--- src/rtl/seg7_scan_if.sv ---
// Host-side capture bus and display-side outputs of the 7-segment scanner.
interface seg7_scan_if #(
    parameter int DIGITS = 8
);
    logic                  cs;
    logic [4*DIGITS-1:0]   i_data;
    logic [DIGITS-1:0]     i_dp;
    logic [1:0]            mode;
    logic [7:0]            o_seg;
    logic [DIGITS-1:0]     o_sel;
    logic                  o_frame;

    modport master (
        output cs, i_data, i_dp, mode,
        input  o_seg, o_sel, o_frame
    );

    modport slave (
        input  cs, i_data, i_dp, mode,
        output o_seg, o_sel, o_frame
    );
endinterface

--- src/rtl/seg7_scan.sv ---
// Multiplexed hex 7-segment scanner with frame-synchronous update,
// anti-ghost blanking, leading-zero suppression and frame-based blink.
module seg7_scan #(
    parameter int DIGITS       = 8,
    parameter int SCAN_DIV     = 100000,
    parameter int BLANK_CYC    = 2,
    parameter int BLINK_FRAMES = 64
) (
    input  logic        clk,
    input  logic        reset,
    seg7_scan_if.slave  bus
);
    localparam int CW = $clog2(SCAN_DIV);
    localparam int IW = (DIGITS > 1) ? $clog2(DIGITS) : 1;
    localparam int FW = (BLINK_FRAMES > 1) ? $clog2(BLINK_FRAMES) : 1;

    typedef struct packed {
        logic [4*DIGITS-1:0] data;
        logic [DIGITS-1:0]   dp;
        logic [1:0]          mode;
    } disp_t;

    logic [CW-1:0]     scan_cnt;
    logic [IW-1:0]     dig_idx;
    logic [FW-1:0]     frame_cnt;
    logic              blink_phase;
    disp_t             pend, disp;
    logic              pend_flag;
    logic              slot_wrap, last_dig, frame_wrap;

    logic [DIGITS-1:0] nz_above;
    logic [3:0]        cur_nib;
    logic              cur_dp, suppress, dark;
    logic [7:0]        seg_nxt, seg_q;
    logic [DIGITS-1:0] sel_nxt, sel_q;
    logic              frame_q;

    assign slot_wrap  = (scan_cnt == CW'(SCAN_DIV - 1));
    assign last_dig   = (dig_idx == IW'(DIGITS - 1));
    assign frame_wrap = slot_wrap && last_dig;

    always_ff @(posedge clk or negedge reset) begin
        if (!reset) begin
            scan_cnt    <= '0;
            dig_idx     <= '0;
            frame_cnt   <= '0;
            blink_phase <= 1'b0;
        end else begin
            if (slot_wrap) begin
                scan_cnt <= '0;
                dig_idx  <= last_dig ? '0 : dig_idx + 1'b1;
            end else begin
                scan_cnt <= scan_cnt + 1'b1;
            end
            if (frame_wrap) begin
                if (frame_cnt == FW'(BLINK_FRAMES - 1)) begin
                    frame_cnt   <= '0;
                    blink_phase <= ~blink_phase;
                end else begin
                    frame_cnt <= frame_cnt + 1'b1;
                end
            end
        end
    end

    // A cs on the wrap edge refills pending while the old pending moves out.
    always_ff @(posedge clk or negedge reset) begin
        if (!reset) begin
            pend      <= '0;
            disp      <= '0;
            pend_flag <= 1'b0;
        end else begin
            if (frame_wrap && pend_flag)
                disp <= pend;
            if (bus.cs) begin
                pend      <= '{data: bus.i_data, dp: bus.i_dp, mode: bus.mode};
                pend_flag <= 1'b1;
            end else if (frame_wrap) begin
                pend_flag <= 1'b0;
            end
        end
    end

    // nz_above[k]: some nibble in k..DIGITS-1 is non-zero.
    always_comb begin
        logic acc;
        acc      = 1'b0;
        nz_above = '0;
        for (int k = DIGITS - 1; k >= 0; k--) begin
            acc         = acc | (disp.data[4*k +: 4] != 4'h0);
            nz_above[k] = acc;
        end
    end

    function automatic logic [6:0] hex7(input logic [3:0] n);
        case (n)
            4'h0: hex7 = 7'h40;  4'h1: hex7 = 7'h79;
            4'h2: hex7 = 7'h24;  4'h3: hex7 = 7'h30;
            4'h4: hex7 = 7'h19;  4'h5: hex7 = 7'h12;
            4'h6: hex7 = 7'h02;  4'h7: hex7 = 7'h78;
            4'h8: hex7 = 7'h00;  4'h9: hex7 = 7'h10;
            4'hA: hex7 = 7'h08;  4'hB: hex7 = 7'h03;
            4'hC: hex7 = 7'h46;  4'hD: hex7 = 7'h21;
            4'hE: hex7 = 7'h06;  default: hex7 = 7'h0E;
        endcase
    endfunction

    assign cur_nib  = disp.data[4*int'(dig_idx) +: 4];
    assign cur_dp   = disp.dp[dig_idx];
    assign suppress = disp.mode[0] && (dig_idx != '0) && !nz_above[dig_idx];
    assign dark     = (int'(scan_cnt) < BLANK_CYC) || (disp.mode[1] && blink_phase);

    always_comb begin
        sel_nxt = '1;
        seg_nxt = 8'hFF;
        if (!dark) begin
            sel_nxt[dig_idx] = 1'b0;
            seg_nxt          = {~cur_dp, suppress ? 7'h7F : hex7(cur_nib)};
        end
    end

    always_ff @(posedge clk or negedge reset) begin
        if (!reset) begin
            seg_q   <= 8'hFF;
            sel_q   <= '1;
            frame_q <= 1'b0;
        end else begin
            seg_q   <= seg_nxt;
            sel_q   <= sel_nxt;
            frame_q <= frame_wrap;
        end
    end

    assign bus.o_seg   = seg_q;
    assign bus.o_sel   = sel_q;
    assign bus.o_frame = frame_q;
endmodule

--- src/flat_wrapper.sv ---
// flat-port wrapper written by rule: the top's interface ports become plain ports
module seg7_scan_flat 
#(
    parameter int DIGITS       = 8,
    parameter int SCAN_DIV     = 100000,
    parameter int BLANK_CYC    = 2,
    parameter int BLINK_FRAMES = 64
)
  (clk, reset, bus_cs, bus_i_data, bus_i_dp, bus_mode, bus_o_seg, bus_o_sel, bus_o_frame);
  seg7_scan_if #(.DIGITS(DIGITS)) bus_i ();
  input  logic clk;
  input  logic reset;
  input wire logic [$bits(bus_i.cs)-1:0] bus_cs;
  input wire logic [$bits(bus_i.i_data)-1:0] bus_i_data;
  input wire logic [$bits(bus_i.i_dp)-1:0] bus_i_dp;
  input wire logic [$bits(bus_i.mode)-1:0] bus_mode;
  output wire logic [$bits(bus_i.o_seg)-1:0] bus_o_seg;
  output wire logic [$bits(bus_i.o_sel)-1:0] bus_o_sel;
  output wire logic [$bits(bus_i.o_frame)-1:0] bus_o_frame;
  assign bus_i.cs = bus_cs;
  assign bus_i.i_data = bus_i_data;
  assign bus_i.i_dp = bus_i_dp;
  assign bus_i.mode = bus_mode;
  assign bus_o_seg = bus_i.o_seg;
  assign bus_o_sel = bus_i.o_sel;
  assign bus_o_frame = bus_i.o_frame;
  seg7_scan #(.DIGITS(DIGITS), .SCAN_DIV(SCAN_DIV), .BLANK_CYC(BLANK_CYC), .BLINK_FRAMES(BLINK_FRAMES)) u_core (.clk(clk), .reset(reset), .bus(bus_i));
endmodule
--- config.mk ---
export PLATFORM = sky130hd
export DESIGN_NAME = seg7_scan_flat
export DESIGN_NICKNAME = d
export VERILOG_FILES = /design/src/rtl/seg7_scan_if.sv /design/src/rtl/seg7_scan.sv /design/src/flat_wrapper.sv
export SDC_FILE = /design/constraint.sdc
export NUM_CORES = 1
export LEC_CHECK = 0
export ABC_AREA = 1
export BUFFER_PORTS_ARGS = -buffer_cell sky130_fd_sc_hd__buf_4
export CAP_MARGIN = 20
export CORE_ASPECT_RATIO = 0.5
export CORE_MARGIN = 8
export CORE_UTILIZATION = 64
export CTS_CLUSTER_SIZE = 8
export DETAILED_ROUTE_END_ITERATION = 12
export PLACE_DENSITY = 0.9
export SLEW_MARGIN = 15
export SYNTH_ARGS = -nofsm -noshare
export SYNTH_HDL_FRONTEND = slang
export SYNTH_SLANG_ARGS = --single-unit
--- constraint.sdc ---
create_clock -name clk -period 4.5 [get_ports clk]
set_clock_uncertainty 0.05 [all_clocks]
set_input_delay 0.675 -clock clk [delete_from_list [all_inputs] [get_ports clk]]
set_output_delay 0.675 -clock clk [all_outputs]
set_load 0.1 [all_outputs]
==> results of run 1 <==
placed cells by master (no fill, tap or decap), types with 2 or more instances in the layout:
cell type,instances
o21ai_2,22
clkinvlp_4,5
inv_6,4
o21ai_0,61
dfrtp_1,113
xor2_1,7
nor2_4,2
nand4_1,4
inv_2,5
nor2_1,56
o21ai_1,19
ha_1,11
clkinv_4,3
nand3_1,44
or2_2,3
clkbuf_16,17
nand2_1,202
buf_4,62
nor3_1,10
nand2_2,16
dfstp_2,16
nor2_2,4
xnor2_1,3
inv_1,103
a21oi_1,5
worst min-delay path by stage:
stage,depth (start not counted),from,to,slack (ps)
2_1_floorplan,0,reset,u_core.blink_phase,330
3_3_place_gp,1,u_core.scan_cnt[0],u_core.scan_cnt[0],400
3_5_place_dp,1,u_core.scan_cnt[0],u_core.scan_cnt[0],410
4_1_cts,3,bus_i_data[13],u_core.pend[23],410
5_1_grt,1,reset,u_core.disp[16],320
6_report,1,reset,u_core.disp[16],240
cells by family after synthesis:
group / count (synthesis) / synth area share, %
fa+ha+maj: 11 / 2.24
simple gates: 345 / 23.7
flops: 129 / 52.8
buf+inv: 132 / 9.26
compound gates: 111 / 10.5
xor+xnor: 10 / 1.42
power breakdown:
part / switching, W / internal [W] / total, W
Combinational: 0.0000697 / 0.0000405 / 0.000110
Clock: 0.000532 / 0.000782 / 0.00131
Sequential: 0.00000928 / 0.00119 / 0.00120
critical path: stages, from the launching register on:
cell     delay [ps]
dfrtp_1         880
ha_1            270
ha_1            180
inv_1           120
nor2_4          200
nand2_4         510
o21ai_0         450
sequential cells by signal, summed over array words and instances (netlist names):
| signal | flops |
|---|---|
| u_core.pend | 42 |
| u_core.bus.o_frame | 1 |
| u_core.bus.o_seg | 8 |
| u_core.bus.o_sel | 8 |
| u_core.scan_cnt | 17 |
| u_core.disp | 42 |
| u_core.blink_phase | 1 |
| u_core.dig_idx | 3 |
| u_core.pend_flag | 1 |
| u_core.frame_cnt | 6 |
area by class of cell:
cell class | instances | share of cell area [%]
Clock buffer | 19 | 6.16
Clock inverter | 13 | 1.79
Inverter | 108 | 5.64
Multi-Input combinational cell | 477 | 32.5
Sequential cell | 129 | 45.2
Tap cell | 121 | 2.11
Timing Repair Buffer | 63 | 6.63
metrics by stage:
stage          worst slack, ps  utilization [%]
2_1_floorplan             2620                -
3_3_place_gp              1980             70.5
5_1_grt                   1440             76.6
4_1_cts                   1700             76.6
6_report                  1680             76.6
3_5_place_dp              1820             70.5
routing by layer:
metal,part of all wire (%),global-route usage [%]
met5,0,0
met4,1.8,8.21
met3,5.0,5.22
met2,49,35.8
met1,44,27.1
==> flow_metrics.py, run 1 <==
metrics = {
    "sta": {
        "fmax_mhz": 354,
        "whs_ps": 236,
        "drv_slew": 0,
        "worstMarginPinSlew_ps": 975,
        "slew_headroom_pct": 35.0,
        "fin_crit_sh_pct": 62.7,
        "finalHoldViolCount": 0,
        "fin_crit_ps": 2820,
        "finalSetupTns_ps": 0,
        "setup_viol": 0,
        "rsz0062_at_grt": "no",
    },
    "yosys": {
        "ys_seq_area_share_pct": 52.8,
        "synthesis.area_um2": 6150,
        "syn_inst": 738,
        "synth_top_area_share_pct": 46.0,
        "yosys_most_used_dff": "dfrtp_1",
        "ys_warn_count": 0,
        "netlist_top_cells_area": "dfrtp_1 (46%), nand2_1 (12%), dfstp_2 (6.8%)",
        "netlist-cell-type-count": 31,
        "synth.avg_cell_area_um2": 8.33,
        "synth_common_cells": "nand2_1 (202), dfrtp_1 (113), inv_1 (103)",
        "yosys.area.top_type": "dfrtp_1",
        "ys_seq_elements": 129,
        "synth-edff-count": 0,
        "syn-num-nets": 794,
        "async_reset_ff_share_pct": 100,
        "yosysMostFrequentCell": "nand2_1",
    },
    "cells_and_area": {
        "num_antenna_cells": 0,
        "final_nets": 852,
        "fin_area_um2": 7190,
        "drive_above_1_share_pct": 20.3,
        "multi_input_area_um2": 2340,
        "final_cells": 930,
        "nFillCells": 670,
        "syn_to_final_growth_pct": 16.9,
        "ff_latch_area_um2": 3250,
    },
    "power": {
        "finalPower_w": 0.00263,
        "powerDensity_nw_per_um2": 366,
        "irDropWorstVdd_uv": 303,
        "p_leak_nw": 3.62,
    },
    "place": {
        "place.gp.congestion": 0.949,
        "place_hpwl_um": 9180,
        "io_buffers": 61,
        "placed_cell_area_um2": 6620,
        "dp_cells": 898,
    },
    "drt": {
        "drt-vias-per-instance": 5.34,
        "drtIter0Drc": 516,
        "drc": 0,
        "dr.pass1.iters": 5,
        "ant_nets": 0,
        "wirelength_um": 13300,
        "wire_per_inst_um": 14.3,
        "via_count": 4968,
    },
    "setup_path": {
        "reg2reg_from": "u_core.dig_idx[0]",
        "endpoint_kind": "flip-flop",
        "reg2reg_depth": 6,
        "worstSetupPathType": "flip-flop to flip-flop",
        "cp.required_ps": 4750,
        "critPathArrivalTime_ps": 3080,
        "reg2reg_slack_ps": 1680,
        "endpoint": "u_core.disp[13]",
        "cp_max_fo": 84,
        "crit_path_start_kind": "flip-flop",
        "r2r_end": "u_core.disp[13]",
        "critPathLaunch": "u_core.dig_idx[0]",
    },
    "die": {
        "die_w_um": 155,
        "rows": 25,
        "dieArea_um2": 13200,
        "pin_count": 62,
        "coreArea_um2": 9380,
        "start_util_pct": 65.5,
        "die_h_um": 85.3,
    },
    "global_route": {
        "overflow": 0,
        "grt_pass1_vias": 5026,
        "grt_pass1_wl_um": 23000,
        "grt_start_max_net_pins": 87,
        "antenna_found_initial": 0,
        "gr-usage-all-layers_pct": 21.6,
    },
    "cts": {
        "clockBufferDepth": 2,
        "cts-root-buf": "clkbuf_16",
        "clock_latency_ps": 420,
        "cts_tree": "done",
        "postCtsSetupBuffers": 0,
        "cts_sinks": 129,
        "htreeDepth": 4,
        "cts_resized": 0,
        "holdBufCountCts": 0,
        "numCtsBuffers": 17,
        "clk_pin_slew_worst_paths_ps": 60,
    },
    "flow_run": {
        "max_cap_violations": 0,
    },
    "hold_path": {
        "min_path_type": "primary input to asynchronous set/reset pin",
    },
    "status": {
        "outcome": "completed",
    },
}
(Power assumes the default switching activity.)
==> inputs of run 2 (changes only) <==
Settings changed: CORE_UTILIZATION 64 to 59, PLACE_DENSITY 0.9 to 0.84.
Clock period 4.5 ns to 2.9 ns, I/O delays scaled along.
==> run 2 against run 1 <==
- via count shrank 1.7%
- die area up 7.2%
- cell area up 2.1%
- clock power is 77% higher
- maximum frequency up 21%
- global-route usage fell by 1.7 points
- non-clock buffer count rose by 4
- setup slack worse by 1100 ps
- clock-buffer cell count rose by 2
- wire length shrank 1.8%
- critical path type unchanged
- largest power group unchanged
==> flow_metrics.py, run 2 (synthesis results as in run 1) <==
metrics = {
    "die": {
        "start_util_pct": 60.4,
        "rows": 26,
        "die_w_um": 160,
        "pin_count": 62,
        "dieArea_um2": 14100,
        "coreArea_um2": 10200,
        "die_h_um": 88.2,
    },
    "hold_path": {
        "hold_end": "u_core.pend[38]",
        "worstHoldPathCells": 3,
        "hold_start": "bus_i_data[28]",
        "min_path_type": "primary input to flip-flop",
    },
    "drt": {
        "via_count": 4883,
        "wire_per_inst_um": 13.7,
        "drt-vias-per-instance": 5.12,
        "drtIter0Drc": 327,
        "drc": 0,
        "ant_nets": 0,
        "dr.pass1.iters": 7,
        "wirelength_um": 13000,
    },
    "setup_path": {
        "crit_path_start_kind": "flip-flop",
        "critPathArrivalTime_ps": 2620,
        "endpoint_kind": "flip-flop",
        "worstSetupPathType": "flip-flop to flip-flop",
        "reg2reg_depth": 10,
        "cp.required_ps": 3180,
        "cp.buffers_inverters": 1,
        "cpPeakStageDelay_ps": 590,
        "crit_family": "simple AND/OR/NAND/NOR gates",
        "critPathLaunch": "u_core.dig_idx[0]",
        "reg2reg_from": "u_core.dig_idx[0]",
        "cp_max_fo": 22,
        "worst_path_max_delay_cell": "dfrtp_1",
        "reg2reg_slack_ps": 560,
        "r2r_end": "u_core.bus.o_seg[5]",
        "worstPathCellList": "inv_2, nand3_1, nand2_1, nor2_1, nand2_2, ha_1, o21ai_0, o21ai_0, nand2_1, nand3_1",
    },
    "status": {
        "outcome": "completed",
    },
    "global_route": {
        "antenna_found_initial": 0,
        "grt_pass1_vias": 4927,
        "grt_pass1_wl_um": 22500,
        "gr-usage-all-layers_pct": 19.9,
        "grt_start_max_net_pins": 86,
        "overflow": 0,
    },
    "cts": {
        "clockBufferDepth": 2,
        "clock_latency_ps": 420,
        "postCtsSetupBuffers": 0,
        "cts-root-buf": "clkbuf_16",
        "cts_tree": "done",
        "clk_pin_slew_worst_paths_ps": 60,
        "numCtsBuffers": 17,
        "htreeDepth": 4,
        "cts_sinks": 129,
    },
    "power": {
        "irDropWorstVdd_uv": 390,
        "finalPower_w": 0.00436,
        "powerDensity_nw_per_um2": 594,
        "p_leak_nw": 3.70,
    },
    "place": {
        "io_buffers": 61,
        "place_hpwl_um": 8990,
        "place.gp.congestion": 0.910,
    },
    "sta": {
        "fmax_mhz": 428,
        "setup_viol": 0,
        "whs_ps": 169,
        "finalHoldViolCount": 0,
        "finalSetupTns_ps": 0,
        "fin_crit_sh_pct": 80.6,
        "drv_slew": 0,
        "rsz0062_at_grt": "no",
        "slew_headroom_pct": 56.4,
        "worstMarginPinSlew_ps": 654,
        "fin_crit_ps": 2340,
    },
    "cells_and_area": {
        "syn_to_final_growth_pct": 19.4,
        "final_nets": 856,
        "ff_latch_area_um2": 3250,
        "final_cell_mix": "nand2_1 (202), dfrtp_1 (113), inv_1 (103)",
        "reg_top3": "u_core.disp (42), u_core.pend (42), u_core.scan_cnt (17)",
        "nFillCells": 772,
        "num_antenna_cells": 0,
        "final_common_cell": "nand2_1",
        "drive_above_1_share_pct": 20.5,
        "multi_input_area_um2": 2340,
        "final_core_util_pct": 72.1,
    },
    "flow_run": {
        "max_cap_violations": 0,
    },
}
-- run 2: repair_timing --
item,CTS,global route
hold buffers,1,0
gates resized for setup,0,0
endpoints found under the hold margin,11,0
-- run 2: worst max-delay path by stage --
stage	end	slack [ps]	depth (start not counted)
final	u_core.bus.o_seg[5]	560	10
after global routing	u_core.bus.o_seg[1]	380	12
after CTS	u_core.bus.o_seg[5]	660	10
after detailed placement	u_core.bus.o_seg[0]	680	13
after global placement	u_core.bus.o_seg[5]	740	10
after floorplan	u_core.bus.o_seg[0]	1020	16
-- run 2: final cells by class --
| cell class | count | area share [%] |
|---|---|---|
| clock buffer | 21 | 6.41 |
| clock inverter | 11 | 2.39 |
| inverter | 108 | 5.52 |
| multi-input combinational | 477 | 31.8 |
| sequential | 129 | 44.2 |
| tap | 140 | 2.39 |
| timing repair buffer | 67 | 7.23 |
-- run 2: through the flow --
step	worst slack, ps	cells	instance area [um2]
2_1_floorplan	1020	738	6150
3_5_place_dp	684	920	6690
5_1_grt	381	953	7340
4_1_cts	658	953	7340
6_report	561	953	7340
3_3_place_gp	744	920	6690
-- run 2: routing by layer --
metal	global-route usage (%)	routed length, um	vias up
met2	33.3	6220	130
met5	0	0	-
met1	24.5	5950	2306
li1	-	-	2428
met3	5.53	689	19
met4	7.49	162	0
-- run 2: worst register-to-register path: cells and delay by family, from the launching register on --
kind,cells,cell delay [ps]
buffers and inverters,1,280
AO/OA/AOI/OAI,2,300
flip-flops,1,590
adder cells (fa/ha/maj),1,230
AND/OR/NAND/NOR,6,810
-- run 2: power by group --
part           total [W]  switching (W)  internal, W
Sequential       0.00187      0.0000141      0.00185
Combinational   0.000173       0.000108    0.0000653
Clock            0.00232       0.000806      0.00151
Total            0.00436       0.000929      0.00343
